===== config.mk =====
export PLATFORM = sky130hd
export DESIGN_NAME = somador_cla_pipeline_flat
export DESIGN_NICKNAME = d
export VERILOG_FILES = /design/src/rtl/somador_cla_pipeline_if.sv /design/src/rtl/somador_cla_pipeline.sv /design/src/flat_wrapper.sv
export SDC_FILE = /design/constraint.sdc
export NUM_CORES = 1
export LEC_CHECK = 0
export BUFFER_PORTS_ARGS = -buffer_cell sky130_fd_sc_hd__buf_2
export CORE_ASPECT_RATIO = 0.5
export CORE_UTILIZATION = 40
export DETAILED_ROUTE_END_ITERATION = 10
export GPL_TIMING_DRIVEN = 0
export SETUP_SLACK_MARGIN = 0.15
export SLEW_MARGIN = 10
export SYNTH_ARGS = -nofsm -noshare
export SYNTH_HDL_FRONTEND = slang
export SYNTH_SLANG_ARGS = --single-unit

===== constraint.sdc =====
create_clock -name clk -period 3.55 [get_ports clk]
set_input_delay 0.71 -clock clk [delete_from_list [all_inputs] [get_ports clk]]
set_output_delay 0.71 -clock clk [all_outputs]
set_load 0.005 [all_outputs]

===== src/rtl/somador_cla_pipeline_if.sv =====
// somador_cla_pipeline_if: operand/result handshake bundle for the pipelined CLA adder
interface somador_cla_pipeline_if #(parameter int WIDTH = 16);
  logic in_valid, in_ready, Cin, Sub, out_valid, out_ready, V, Z;
  logic [WIDTH-1:0] A, B;
  logic [WIDTH:0] S;
  modport master(output in_valid, A, B, Cin, Sub, out_ready, input in_ready, out_valid, S, V, Z);
  modport slave(input in_valid, A, B, Cin, Sub, out_ready, output in_ready, out_valid, S, V, Z);
endinterface


===== src/rtl/somador_cla_pipeline.sv =====
// somador_cla_pipeline: pipelined WIDTH-bit carry-lookahead adder/subtractor, one BLOCK-bit group per stage
module somador_cla_pipeline #(
  parameter int WIDTH = 16,
  parameter int BLOCK = 4
) (
  input logic clk,
  input logic rst_n,
  somador_cla_pipeline_if.slave bus
);
  localparam int NSTG = WIDTH / BLOCK;
  logic [WIDTH-1:0] a_r [NSTG];
  logic [WIDTH-1:0] b_r [NSTG];
  logic [WIDTH-1:0] sum_r [NSTG];
  logic c_r [NSTG];
  logic vld_r [NSTG];
  logic v_r, z_r, adv;
  // every carry is a flat sum of products of g, p and the group carry-in
  function automatic logic [BLOCK:0] cla(input logic [BLOCK-1:0] a, input logic [BLOCK-1:0] b, input logic ci);
    logic [BLOCK-1:0] g, p;
    logic [BLOCK:0] c;
    logic t;
    g = a & b;
    p = a ^ b;
    c = '0;
    for (int i = 0; i <= BLOCK; i++) begin
      t = ci;
      for (int j = 0; j < i; j++) t = t & p[j];
      c[i] = t;
      for (int j = 0; j < i; j++) begin
        t = g[j];
        for (int m = j + 1; m < i; m++) t = t & p[m];
        c[i] = c[i] | t;
      end
    end
    return {c[BLOCK], p ^ c[BLOCK-1:0]};
  endfunction
  assign adv = !vld_r[NSTG-1] || bus.out_ready;
  assign bus.in_ready = adv;
  assign bus.out_valid = vld_r[NSTG-1];
  assign bus.S = {c_r[NSTG-1], sum_r[NSTG-1]};
  assign bus.V = v_r;
  assign bus.Z = z_r;
  for (genvar k = 0; k < NSTG; k++) begin : g_stg
    logic [WIDTH-1:0] ai, bi, si, sn;
    logic ci, vi;
    logic [BLOCK:0] grp;
    if (k == 0) begin : g_in
      assign ai = bus.A;
      assign bi = bus.Sub ? ~bus.B : bus.B;
      assign ci = bus.Cin ^ bus.Sub;
      assign si = '0;
      assign vi = bus.in_valid;
    end else begin : g_mid
      assign ai = a_r[k-1];
      assign bi = b_r[k-1];
      assign ci = c_r[k-1];
      assign si = sum_r[k-1];
      assign vi = vld_r[k-1];
    end
    assign grp = cla(ai[k*BLOCK +: BLOCK], bi[k*BLOCK +: BLOCK], ci);
    always_comb begin
      sn = si;
      sn[k*BLOCK +: BLOCK] = grp[BLOCK-1:0];
    end
    always_ff @(posedge clk or negedge rst_n)
      if (!rst_n) begin
        vld_r[k] <= 1'b0;
        c_r[k] <= 1'b0;
        sum_r[k] <= '0;
        a_r[k] <= '0;
        b_r[k] <= '0;
      end else if (adv) begin
        vld_r[k] <= vi;
        c_r[k] <= grp[BLOCK];
        sum_r[k] <= sn;
        a_r[k] <= ai;
        b_r[k] <= bi;
      end
    if (k == NSTG - 1) begin : g_flags
      always_ff @(posedge clk or negedge rst_n)
        if (!rst_n) begin
          v_r <= 1'b0;
          z_r <= 1'b0;
        end else if (adv) begin
          v_r <= (ai[WIDTH-1] == bi[WIDTH-1]) && (sn[WIDTH-1] != ai[WIDTH-1]);
          z_r <= sn == '0;
        end
    end
  end
endmodule


===== src/flat_wrapper.sv =====
// flat-port wrapper written by rule: the top's interface ports become plain ports
module somador_cla_pipeline_flat 
#(
  parameter int WIDTH = 16,
  parameter int BLOCK = 4
)
  (clk, rst_n, bus_in_valid, bus_A, bus_B, bus_Cin, bus_Sub, bus_out_ready, bus_in_ready, bus_out_valid, bus_S, bus_V, bus_Z);
  somador_cla_pipeline_if #(.WIDTH(WIDTH)) bus_i ();
  input logic clk;
  input logic rst_n;
  input wire logic [$bits(bus_i.in_valid)-1:0] bus_in_valid;
  input wire logic [$bits(bus_i.A)-1:0] bus_A;
  input wire logic [$bits(bus_i.B)-1:0] bus_B;
  input wire logic [$bits(bus_i.Cin)-1:0] bus_Cin;
  input wire logic [$bits(bus_i.Sub)-1:0] bus_Sub;
  input wire logic [$bits(bus_i.out_ready)-1:0] bus_out_ready;
  output wire logic [$bits(bus_i.in_ready)-1:0] bus_in_ready;
  output wire logic [$bits(bus_i.out_valid)-1:0] bus_out_valid;
  output wire logic [$bits(bus_i.S)-1:0] bus_S;
  output wire logic [$bits(bus_i.V)-1:0] bus_V;
  output wire logic [$bits(bus_i.Z)-1:0] bus_Z;
  assign bus_i.in_valid = bus_in_valid;
  assign bus_i.A = bus_A;
  assign bus_i.B = bus_B;
  assign bus_i.Cin = bus_Cin;
  assign bus_i.Sub = bus_Sub;
  assign bus_i.out_ready = bus_out_ready;
  assign bus_in_ready = bus_i.in_ready;
  assign bus_out_valid = bus_i.out_valid;
  assign bus_S = bus_i.S;
  assign bus_V = bus_i.V;
  assign bus_Z = bus_i.Z;
  somador_cla_pipeline #(.WIDTH(WIDTH), .BLOCK(BLOCK)) u_core (.clk(clk), .rst_n(rst_n), .bus(bus_i));
endmodule

; Word-level counts from Yosys, hierarchy flattened
; Index checks and enable logic that the tools add are counted.
[totals]
wordCells = 121
reg_bits = 146
out_inout_bits = 21
[op_classes]
bitwise_logic = 94
eq_ne = 2
reduce_logical = 4
n_mux = 1
[ops]
columns = operator, n
row1 = $and A1 B1 Y1, 40
row2 = $or A1 B1 Y1, 40
row3 = $xor A4 B4 Y4, 8
row4 = $and A4 B4 Y4, 4
row5 = $logic_not A16 Y1, 1
row6 = $mux W16, 1
row7 = $not A16 Y16, 1
row8 = $eq A1 B1 Y1, 1
row9 = $logic_and A1 B1 Y1, 1
row10 = $logic_not A1 Y1, 1
row11 = $logic_or A1 B1 Y1, 1
row12 = $ne A1 B1 Y1, 1
row13 = $xor A1 B1 Y1, 1

; Depth between registers and ports, before layout
; Gate-level depths: netlist (run 1).
[depth]
ltp_word = 11
mapped_depth = 9

; Least setup slack after synthesis (run 1)
; Ideal clock, no wire load.
[synth_path]
path_type = input port to flip-flop
startpoint = input port bus_Sub
endpoint = register u_core.c_r (netlist bit u_core.g_stg[1].ci)
setup_slack_ns = 0.881
cell_stages = 9
arrival_time_ns = 2.545
path_buffers = 2
path_cell_list = buf_2 > buf_2 > xor2_1 > ha_1 > ha_1 > o21a_1 > o21a_1 > o21a_1 > o31a_1
[synth_between]
elab_chain_len = 10
word_cells_on_any_way = 18
classes_between = 1 x mux / 17 x bitwise
[synth_rtl]
columns = item, line_no
row1 = "start, declared", flat_wrapper.sv:15  ; input wire logic [$bits(bus_i.Sub)-1:0] bus_Sub;
row2 = $mux W16, somador_cla_pipeline.sv:49  ; assign bi = bus.Sub ? ~bus.B : bus.B;
row3 = $xor A4 B4 Y4, somador_cla_pipeline.sv:23  ; p = a ^ b;
row4 = $and A1 B1 Y1 (4 in a row), somador_cla_pipeline.sv:27  ; for (int j = 0; j < i; j++) t = t & p[j];
row5 = $or A1 B1 Y1 (3 in a row), somador_cla_pipeline.sv:32  ; c[i] = c[i] | t;
row6 = $or A1 B1 Y1 *, somador_cla_pipeline.sv:32
row7 = "end signal, assigned by index", somador_cla_pipeline.sv:74  ; c_r[k] <= grp[BLOCK];
row8 = "end, declared", somador_cla_pipeline.sv:14  ; logic c_r [NSTG];
; Mark *: on every way between the ends. The rest lies on a longest branch, timed or not.
; A chain may end at the register's enable or synchronous reset.

; Worst setup path after layout (run 1)
; Same ends and word-level chain as after synthesis.

==> run metrics, run 1 <==
required time worst endpoint=about 3.8 ns; minimum clock period=2.548 ns; unrepaired setup endpoints after global routing=false; Max-cap violations=0; Routed WL=about 9.6 mm; Std-Cell Core Area=between 0.01 and 0.015 sq mm; crit-path leading delay family=compound AO/OA/AOI/OAI gates; Final ANT Viol Nets=0; #FFs+latches synth=between 90 and 100; DP Cell Count=~660; Post-Layout Cell Count=between 600 and 700; area of the die=between 0.01 and 0.015 sq mm; DP HPWL=~6.9 mm; P_sw=about 0.0016 W; count leader, synth=nand2_1; DRT iter0 DRCs=roughly 170; run status=completed; worst path cell trace=buf_2 -> buf_2 -> xor2_1 -> ha_1 -> ha_1 -> o21a_1 -> o21a_1 -> o21a_1 -> o31a_1; Vias=~3,100; CTS Buffer Depth=2; worst-skew pair later-pin latency=around 0.34 ns; initial core utilization=41.98%; max-slew violation count=0; CP max stage delay=~0.35 ns; pin count of the biggest net entering global routing=a little over 50; GRT Overall Usage=about a fifth; vias in the first global route=3,118; crit end category=register; DRT Pass-1 Iters=4; number of diodes=0; Sw Ratio=37.33%; share of the synthesized area in the top cell type=a little under three fifths; post-CTS setup repair buffer count=0; CTS tree=yes; PwrDens=~860 mW/mm^2; Vias/cell=~4.7; Leak=~2.6 nW; synthesized cell area=roughly 0.0044 sq mm; I/O pins=59; synth unique cells=31; FFs w/ async S/R, synth=100.0%; syn_nets=about 520; worst path arrival time=~2.8 ns; cell mode on critical path=o21a_1; CP Launch Type=primary input; Worst Path Buf+Inv=2; end-of-flow core utilization=49.28%; hold buffer count at CTS=0; Final nets=~600; Final Hold Viols=0; Total Power=between 0.004 and 0.005 W; placement row count=26; area leader, netlist=dfrtp_1; CTS buffer count=9; port bufs=57; EDFF count, synth=0; Hold WC Path Type=primary input to asynchronous set/reset pin; Max Freq=between 0.3 and 0.4 GHz; Slew HR=between 50% and 60%; Final GP Congestion=~0.77; P&R area growth vs syn=17.38%; critical path class=primary input to register; DRC=0; Reg clk slew, reported paths=approximately 0.070 ns; Seq/Total Area, Yosys=between 50% and 60%; first-pass GRT wire length=around 16 mm; Syn Area/Cell=~9.6 sq um; period utilization=a little over 70%; Critical-path top delay cell=buf_2; combinational share of power=between 30% and 40%; root buf cell=clkbuf_16; setup TNS=0 ns; GRT overflow=0; Worst Path Max Fanout=10; # fillers=roughly 1,000; main area contributors after synthesis=dfrtp_1 56%, nand2_1 19%, ha_1 5.7%, xnor2_1 3.2%, buf_2 1.8%; Reg power frac=approximately 44%; Gate Count Post-Synth=459; Peak VDD IR=276.8 uV; share of post-route cells with drive strength above 1=between 10% and 20%; synth warn=0; drt wl/cell=roughly 14 microns; initial antenna violation count=0; Synth Flop Type=dfrtp_1; Int Power=about 0.0028 W; H-tree depth=3; final number of setup-violating endpoints=0; Clock Power Share=20.5%; die width=around 150 microns; clock sink total=98; post-CTS resize count=0; Vert. Die Dim=approximately 76 microns; Commonest cells post-synth=220 x nand2_1, 98 x dfrtp_1, 20 x ha_1, 16 x buf_2, 16 x xnor2_1; Worst-Margin Slew=around 0.67 ns; clk_skew=0.004282 ns
-- per-stage QoR --
stage               hold slack (ns)  setup WS (ns)  area, sq um
global placement             0.4459         0.6803         4845
detailed placement           0.4486         0.6355         4875
CTS                          0.4221         0.9918         5146
finish                       0.4030          1.002         5146
floorplan                    0.4144         0.8811         4384
global route                 0.4558         0.8776         5146
-- layout by cell type (no fill, tap or decap), types with 3 or more instances in the layout --
cell type / synthesis / final
buf_1: 3 / 3
ha_1: 20 / 20
o31ai_1: 7 / 7
o21a_1: 9 / 9
clkinv_2: 0 / 3
xnor2_1: 16 / 16
nor3_1: 8 / 8
nand2_1: 220 / 220
o21ai_1: 15 / 15
a21oi_1: 5 / 5
clkbuf_1: 3 / 3
fa_1: 4 / 4
dfrtp_1: 98 / 98
buf_2: 16 / 72
inv_1: 3 / 3
o31a_1: 3 / 3
nand2b_1: 4 / 4
xor2_1: 7 / 7
clkbuf_16: 0 / 9
clkinvlp_4: 0 / 3
nor2_1: 5 / 5
-- state kept, by name (all words and copies together) (netlist names) --
signal                count
u_core.bus.out_valid      1
u_core.g_stg.ai          24
u_core.bus.S             17
u_core.g_stg.si          24
u_core.g_stg.bi          24
u_core.g_stg.ci           3
u_core.bus.Z              1
u_core.g_stg.vi           3
u_core.bus.V              1
-- worst paths after layout --
check                                  startpoint                     to  slack [ns]  cells past startpoint
max in group asynchronous                   rst_n       u_core.bus.S[11]        2.47                      2
setup / recovery                          bus_Sub     u_core.g_stg[1].ci        1.00                      9
hold reg to reg                   u_core.bus.S[7]        u_core.bus.S[7]        0.46                      2
hold / removal                              rst_n  u_core.g_stg[1].bi[5]        0.40                      1
min in group clk                  u_core.bus.S[7]        u_core.bus.S[7]        0.46                      2
setup reg to reg           u_core.g_stg[3].bi[12]       u_core.bus.S[15]        1.55                      6
-- power groups by stage --
stage | Clock, W | Sequential, W | Combinational, W
CTS | 0.000920 | 0.00195 | 0.00159
floorplan | 0 | 0.00188 | 0.00111
global route | 0.000962 | 0.00201 | 0.00180
finish | 0.000906 | 0.00194 | 0.00157
global placement | 0 | 0.00195 | 0.00155
detailed placement | 0 | 0.00196 | 0.00158
-- worst reg2reg max path, delay by kind of cell (launching register included) --
family | cells | cell delay [ns]
AOI/OAI and AO/OA | 1 | 0.20
xor gates and xnor gates | 1 | 0.20
adders and majority gates | 2 | 0.52
DFF | 1 | 0.43
muxes | 1 | 0.28
and+or+nand+nor | 1 | 0.27
-- cell families (layout without fill, tap and decap cells) --
logic type      Yosys count  count (layout)  share of synthesized area, %
mux                       2               2                        0.5137
fa+ha+maj                24              24                         7.534
flops                    98              98                         55.94
compound gates           43              43                         6.392
xor+xnor                 23              23                         4.595
buf+inv                  27             101                         3.139
simple gates            242             242                         21.89
-- routing by layer --
metal / vias to the layer above / GRT usage, % / part of all wire (%)
li1: 1608 / - / -
met1: 1471 / 27.79 / 54
met2: 63 / 27.22 / 41
met3: 7 / 4.850 / 4.2
met4: 0 / 4.848 / 0.94
met5: - / 0 / 0
-- cell type report --
class / count / area (sq um) / share of cell area, %
Clock buffer: 9 / 225.2 / 4.376
Inverter: 4 / 15.01 / 0.2918
Multi-Input combinational cell: 334 / 1794 / 34.87
Buffer: 23 / 122.6 / 2.383
Timing Repair Buffer: 58 / 315.3 / 6.127
Sequential cell: 98 / 2452 / 47.65
Clock inverter: 7 / 46.29 / 0.8996
Tap cell: 140 / 175.2 / 3.404
Note: power is estimated with default switching activity, not from simulation.
==> run 2: changes to the inputs <==
clock period = 2.2 ns   (was 3.55 ns; I/O delays follow)
==> run 2 against run 1 <==
  * Clock skew up 0.0043 ns
  * Combinational power increased by 63%
  * Global-route usage barely moved
  * Die area is the same
  * Non-clock buffer count did not move
  * Largest power group unchanged
==> run metrics, run 2 (synthesized netlist as in run 1, its figures left out) <==
run status=completed (unchanged); Routed WL=9.446 mm (was 9.630 mm); dpl ws=-0.1105 ns (was 0.6355 ns); CP Launch Type=primary input (unchanged); clk_skew=0.008610 ns (was 0.004282 ns); vias in the first global route=3,164 (was 3,118); DP Cell Count=657 (unchanged); period utilization=roughly 88%; cell mode on critical path=o21a_1 (unchanged); Max Freq=0.5142 GHz; Max-cap violations=0 (unchanged); crit end category=register (unchanged); GRT overflow=0 (unchanged); Std-Cell Core Area=0.01044 sq mm (unchanged); CTS buffer count=9 (unchanged); CP max stage delay=0.27 ns (was 0.35 ns); final number of setup-violating endpoints=0 (unchanged); H-tree depth=3 (unchanged); die width=150.1 microns (unchanged); # fillers=989 (was 1,000); Post-Layout Cell Count=672 (was 673); Critical-path top delay cell=ha_1 (was buf_2); CTS tree=yes (unchanged); initial core utilization=41.98% (unchanged); max-slew violation count=0 (unchanged); Hold WC Path Type=primary input to asynchronous set/reset pin (unchanged); post-CTS setup repair buffer count=0 (unchanged); setup ws final=0.2551 ns (was 1.002 ns); post-CTS resize count=1 (was 0); Vias/cell=4.725 (was 4.679); PwrDens=1410 mW/mm^2 (was 858.8 mW/mm^2); DP HPWL=6.879 mm (was 6.949 mm); placement row count=26 (unchanged); Vert. Die Dim=76.03 microns (unchanged); Total Power=0.007366 W (was 0.004420 W); CTS Buffer Depth=2 (unchanged); Final nets=590 (unchanged); first-pass GRT wire length=16.23 mm (was 16.10 mm); Final GP Congestion=0.7619 (was 0.7668); Peak VDD IR=434.6 uV (was 276.8 uV); crit-path leading delay family=compound AO/OA/AOI/OAI gates (unchanged); worst path cell trace=buf_12 -> buf_8 -> xor2_1 -> ha_1 -> ha_2 -> o21a_1 -> o21a_1 -> o21a_1 -> o31a_1 (was buf_2 -> buf_2 -> xor2_1 -> ha_1 -> ha_1 -> o21a_1 -> o21a_1 -> o21a_1 -> o31a_1); GRT Overall Usage=18.75% (was 18.79%); DRC=0 (unchanged); Slew HR=48.71% (was 55.51%); worst-skew pair later-pin latency=0.34 ns (about the same); DRT Pass-1 Iters=5 (was 4); hold buffer count at CTS=0 (unchanged); commonest non-fill, non-tap cell in the layout=nand2_1 (unchanged); P&R area growth vs syn=19.18% (was 17.38%); unrepaired setup endpoints after global routing=false (unchanged); Worst-Margin Slew=0.7694 ns (was 0.6674 ns); Final ANT Viol Nets=0 (unchanged); minimum clock period=around 2 ns; area of the die=0.01141 sq mm (unchanged); clock sink total=98 (unchanged); root buf cell=clkbuf_16 (unchanged); Worst Path Max Fanout=10 (unchanged); Vias=3,175 (was 3,149); drt wl/cell=14.06 microns (was 14.31 microns); port bufs=57 (unchanged); Final Hold Viols=0 (unchanged); required time worst endpoint=2.42 ns (was 3.78 ns); I/O pins=59 (unchanged); share of post-route cells with drive strength above 1=18.42% (was 18.20%); Worst Path Buf+Inv=2 (unchanged); pin count of the biggest net entering global routing=60 (was 51); worst path arrival time=2.17 ns (was 2.78 ns); initial antenna violation count=0 (unchanged); DRT iter0 DRCs=164 (was 165); most frequent cells in the layout=220 x nand2_1, 98 x dfrtp_1, 69 x buf_2 (was 220 x nand2_1, 98 x dfrtp_1, 72 x buf_2); Leak=2.668 nW (was 2.635 nW); number of diodes=0 (unchanged); critical path class=primary input to register (unchanged); Reg clk slew, reported paths=0.07 ns (about the same)
==> run 2: report_power, final <==
part	internal [W]	switching (W)	total, W
Clock	0.00102	0.000653	0.00168
Sequential	0.00260	0.000530	0.00313
Combinational	0.00112	0.00143	0.00256
==> run 2: worst register-to-register path, cell delays in order (launching register included) <==
cell	delay, ns
dfrtp_1	0.43
ha_1	0.31
ha_1	0.22
nor3_2	0.20
o21bai_1	0.18
xor2_1	0.21
mux2_2	0.29
==> run 2: metrics by stage <==
step / utilization, % / hold slack [ns] / instance area, sq um / setup TNS, ns
after floorplan: - / 0.1444 / 4412 / 0
final: 50.04 / 0.1731 / 5225 / 0
after global routing: 50.04 / 0.2294 / 5225 / 0
after global placement: 46.66 / 0.4467 / 4872 / -34.43
after detailed placement: 46.87 / 0.4527 / 4895 / -0.1461
after CTS: 49.94 / 0.2007 / 5215 / 0
==> run 2: area by class of cell <==
class                           count  area (sq um)  area share [%]
Buffer                             23         153.9           2.945
Inverter                            4         15.01          0.2874
Clock inverter                      4         76.32           1.461
Timing Repair Buffer               58         307.8           5.891
Tap cell                          140         175.2           3.352
Multi-Input combinational cell    334          1802           34.48
Clock buffer                       11         242.7           4.646
Sequential cell                    98          2452           46.93
==> run 2: worst paths after layout <==
| path | start | end | slack, ns | cells past startpoint |
|---|---|---|---|---|
| worst max-delay path | bus_Sub | u_core.g_stg[1].ci | 0.26 | 9 |
| worst min-delay path | rst_n | u_core.g_stg[1].ai[5] | 0.17 | 1 |
| worst max register to register | u_core.g_stg[3].bi[12] | u_core.bus.S[15] | 0.26 | 6 |
| worst min register to register | u_core.bus.S[1] | u_core.bus.S[1] | 0.46 | 2 |
| max in group asynchronous | rst_n | u_core.bus.S[1] | 1.35 | 2 |
| min in group clk | bus_A[5] | u_core.g_stg[1].ai[5] | 0.29 | 3 |
==> run 2: routing by layer <==
layer	vias up	part of all wire [%]	GRT usage (%)
met5	-	0	0
met4	0	0.98	5.152
met3	8	4.3	4.251
met2	60	41	27.18
met1	1502	54	28.01
li1	1605	-	-
==> run 3: changes to the inputs <==
RECOVER_POWER = 50   (was unset)
==> run 3 against run 2 <==
  * Combinational power about the same
  * Clock skew is essentially flat
  * Largest power group unchanged
  * Flip-flop and latch count is the same
  * Sequential share of layout area is essentially flat
  * Global-route usage stayed put
  * The flow now finishes with violations (capacitance limit, slew limit)
  * Final area hardly changed
  * Critical endpoint unchanged
  * Hold slack improved by 0.12 ns
  * Core utilization barely moved
  * Critical path depth unchanged
  * Count of clock-buffer cells in the layout stayed put
  * Highest routed layer unchanged
  * Sequential power about the same
==> run metrics, run 3 (synthesized netlist as in run 1, its figures left out) <==
H-tree depth=3 (unchanged); dpl ws=-0.1105 ns (unchanged); DRC=0 (unchanged); DRT Pass-1 Iters=5 (unchanged); Reg clk slew, reported paths=0.07 ns (about the same); commonest non-fill, non-tap cell in the layout=nand2_1 (unchanged); CTS buffer count=9 (unchanged); sequential cell area=0.002452 sq mm (unchanged); drt wl/cell=14.06 microns (about the same); Peak VDD IR=434.5 uV (was 434.6 uV); I/O pins=59 (unchanged); critical path class=primary input to register (unchanged); Vert. Die Dim=76.03 microns (unchanged); initial antenna violation count=0 (unchanged); required time worst endpoint=2.42 ns (about the same); Hold WC Path Type=primary input to register (was primary input to asynchronous set/reset pin); footprint of the multi-input gates=0.001802 sq mm (unchanged); crit end category=register (unchanged); number of diodes=0 (unchanged); Vias/cell=4.722 (was 4.725); PwrDens=1410 mW/mm^2 (about the same); fin area=0.005220 sq mm (was 0.005225 sq mm); CP Launch Type=primary input (unchanged); port bufs=57 (unchanged); Worst path depth=9 (unchanged); setup ws final=0.2549 ns (was 0.2551 ns); Post-Layout Cell Count=672 (unchanged); Worst Path Buf+Inv=2 (unchanged); Total Power=0.007362 W (was 0.007366 W); worst path arrival time=2.17 ns (about the same); DP Cell Count=657 (unchanged); DP HPWL=6.879 mm (unchanged); CTS tree=yes (unchanged); cell mode on critical path=o21a_1 (unchanged); share of post-route cells with drive strength above 1=18.05% (was 18.42%); vias in the first global route=3,164 (unchanged); worst-skew pair later-pin latency=0.34 ns (about the same); max-slew violation count=58 (was 0); setup TNS=0 ns (unchanged); Final nets=590 (unchanged); DRT iter0 DRCs=166 (was 164); run status=complete, but fails checks (was completed); # fillers=992 (was 989); pin count of the biggest net entering global routing=60 (unchanged); minimum clock period=1.945 ns (about the same); unrepaired setup endpoints after global routing=false (unchanged); post-CTS setup repair buffer count=0 (unchanged); placed cell areas=0.004895 sq mm (unchanged); clock sink total=98 (unchanged); initial core utilization=41.98% (unchanged); period utilization=88.41% (was 88.40%); Max-cap violations=1 (was 0); Final ANT Viol Nets=0 (unchanged); placement row count=26 (unchanged); Worst Path Max Fanout=10 (unchanged); die width=150.1 microns (unchanged); GRT overflow=0 (unchanged); root buf cell=clkbuf_16 (unchanged); Register-to-Register Path Depth=6 (unchanged); Vias=3,173 (was 3,175); worst path cell trace=buf_12 -> buf_8 -> xor2_1 -> ha_1 -> ha_2 -> o21a_1 -> o21a_1 -> o21a_1 -> o31a_1 (unchanged); crit-path leading delay family=compound AO/OA/AOI/OAI gates (unchanged); most frequent cells in the layout=220 x nand2_1, 98 x dfrtp_1, 67 x buf_2 (was 220 x nand2_1, 98 x dfrtp_1, 69 x buf_2); Slew HR=-0.09882% (was 48.71%); Routed WL=9.447 mm (was 9.446 mm); final number of setup-violating endpoints=0 (unchanged); Final GP Congestion=0.7619 (unchanged); clk_skew=0.008619 ns (was 0.008610 ns); failing checks=capacitance limit, slew limit; Final Hold Viols=0 (unchanged); Max Freq=0.5141 GHz (was 0.5142 GHz); Worst-Margin Slew=1.501 ns (was 0.7694 ns); CTS Buffer Depth=2 (unchanged); Std-Cell Core Area=0.01044 sq mm (unchanged); Critical-path top delay cell=ha_1 (unchanged); area of the die=0.01141 sq mm (unchanged); CP max stage delay=0.27 ns (about the same); Leak=2.661 nW (was 2.668 nW); P&R area growth vs syn=19.06% (was 19.18%); first-pass GRT wire length=16.23 mm (unchanged); GRT Overall Usage=18.75% (unchanged); WHS Path Cells=3
==> run 3: cell count changes in the layout (fill, tap and decap cells not counted), sizes merged <==
cell,change
clkbuf,+3
buf,-3
==> run 3: power breakdown <==
| part | internal [W] | leakage [nW] | switching [W] |
|---|---|---|---|
| Combinational | 0.00112 | 1.33 | 0.00143 |
| Clock | 0.00102 | 0.152 | 0.000654 |
| Sequential | 0.00260 | 1.18 | 0.000531 |
==> run 3: layout make-up <==
class	instances	share of cell area, %
plain buffers	23	2.948
clock buffers	11	4.650
clock inverters	4	1.462
inverters	4	0.2876
multi-input cells	334	34.52
flip-flops and latches	98	46.98
well taps	140	3.356
repair buffers	58	5.801
==> run 3: final timing paths <==
| kind | slack [ns] | endpoint | from |
|---|---|---|---|
| worst max-delay path | 0.25 | u_core.g_stg[1].ci | bus_Sub |
| worst min-delay path | 0.29 | u_core.g_stg[1].ai[5] | bus_A[5] |
| worst max register to register | 0.26 | u_core.bus.S[15] | u_core.g_stg[3].bi[12] |
| worst min register to register | 0.46 | u_core.bus.S[1] | u_core.bus.S[1] |
| max in group asynchronous | 0.83 | u_core.bus.S[3] | rst_n |
| min in group asynchronous | 0.47 | u_core.g_stg[1].bi[6] | rst_n |
==> run 3: metal layers <==
metal / wire [microns] / track usage [%] / vias up / part of all wire (%)
met5: 0 / 0 / - / 0
li1: - / - / 1605 / -
met2: 3859 / 27.18 / 62 / 41
met4: 93 / 5.152 / 0 / 0.98
met3: 426 / 4.251 / 8 / 4.5
met1: 5067 / 28.01 / 1498 / 54
==> run 3: timing repair <==
action / in CTS / in global routing
hold buffers: 0 / 0
resized for setup: 1 / 4
pin swaps: 0 / 0
endpoints found under the setup margin: 1 / 2
==> run 3: worst register-to-register path, delay by kind of cell (launching register included) <==
kind | cells | cell delay (ns)
adders and majority gates | 2 | 0.53
DFF | 1 | 0.43
muxes | 1 | 0.29
xor gates and xnor gates | 1 | 0.21
and+or+nand+nor | 1 | 0.20
AOI/OAI and AO/OA | 1 | 0.18
==> run 3: metrics by stage <==
step	hold WS [ns]	utilization [%]
2_1_floorplan	0.1444	-
3_3_place_gp	0.4467	46.66
3_5_place_dp	0.4527	46.87
4_1_cts	0.2007	49.94
5_1_grt	0.2864	49.99
6_report	0.2922	49.99
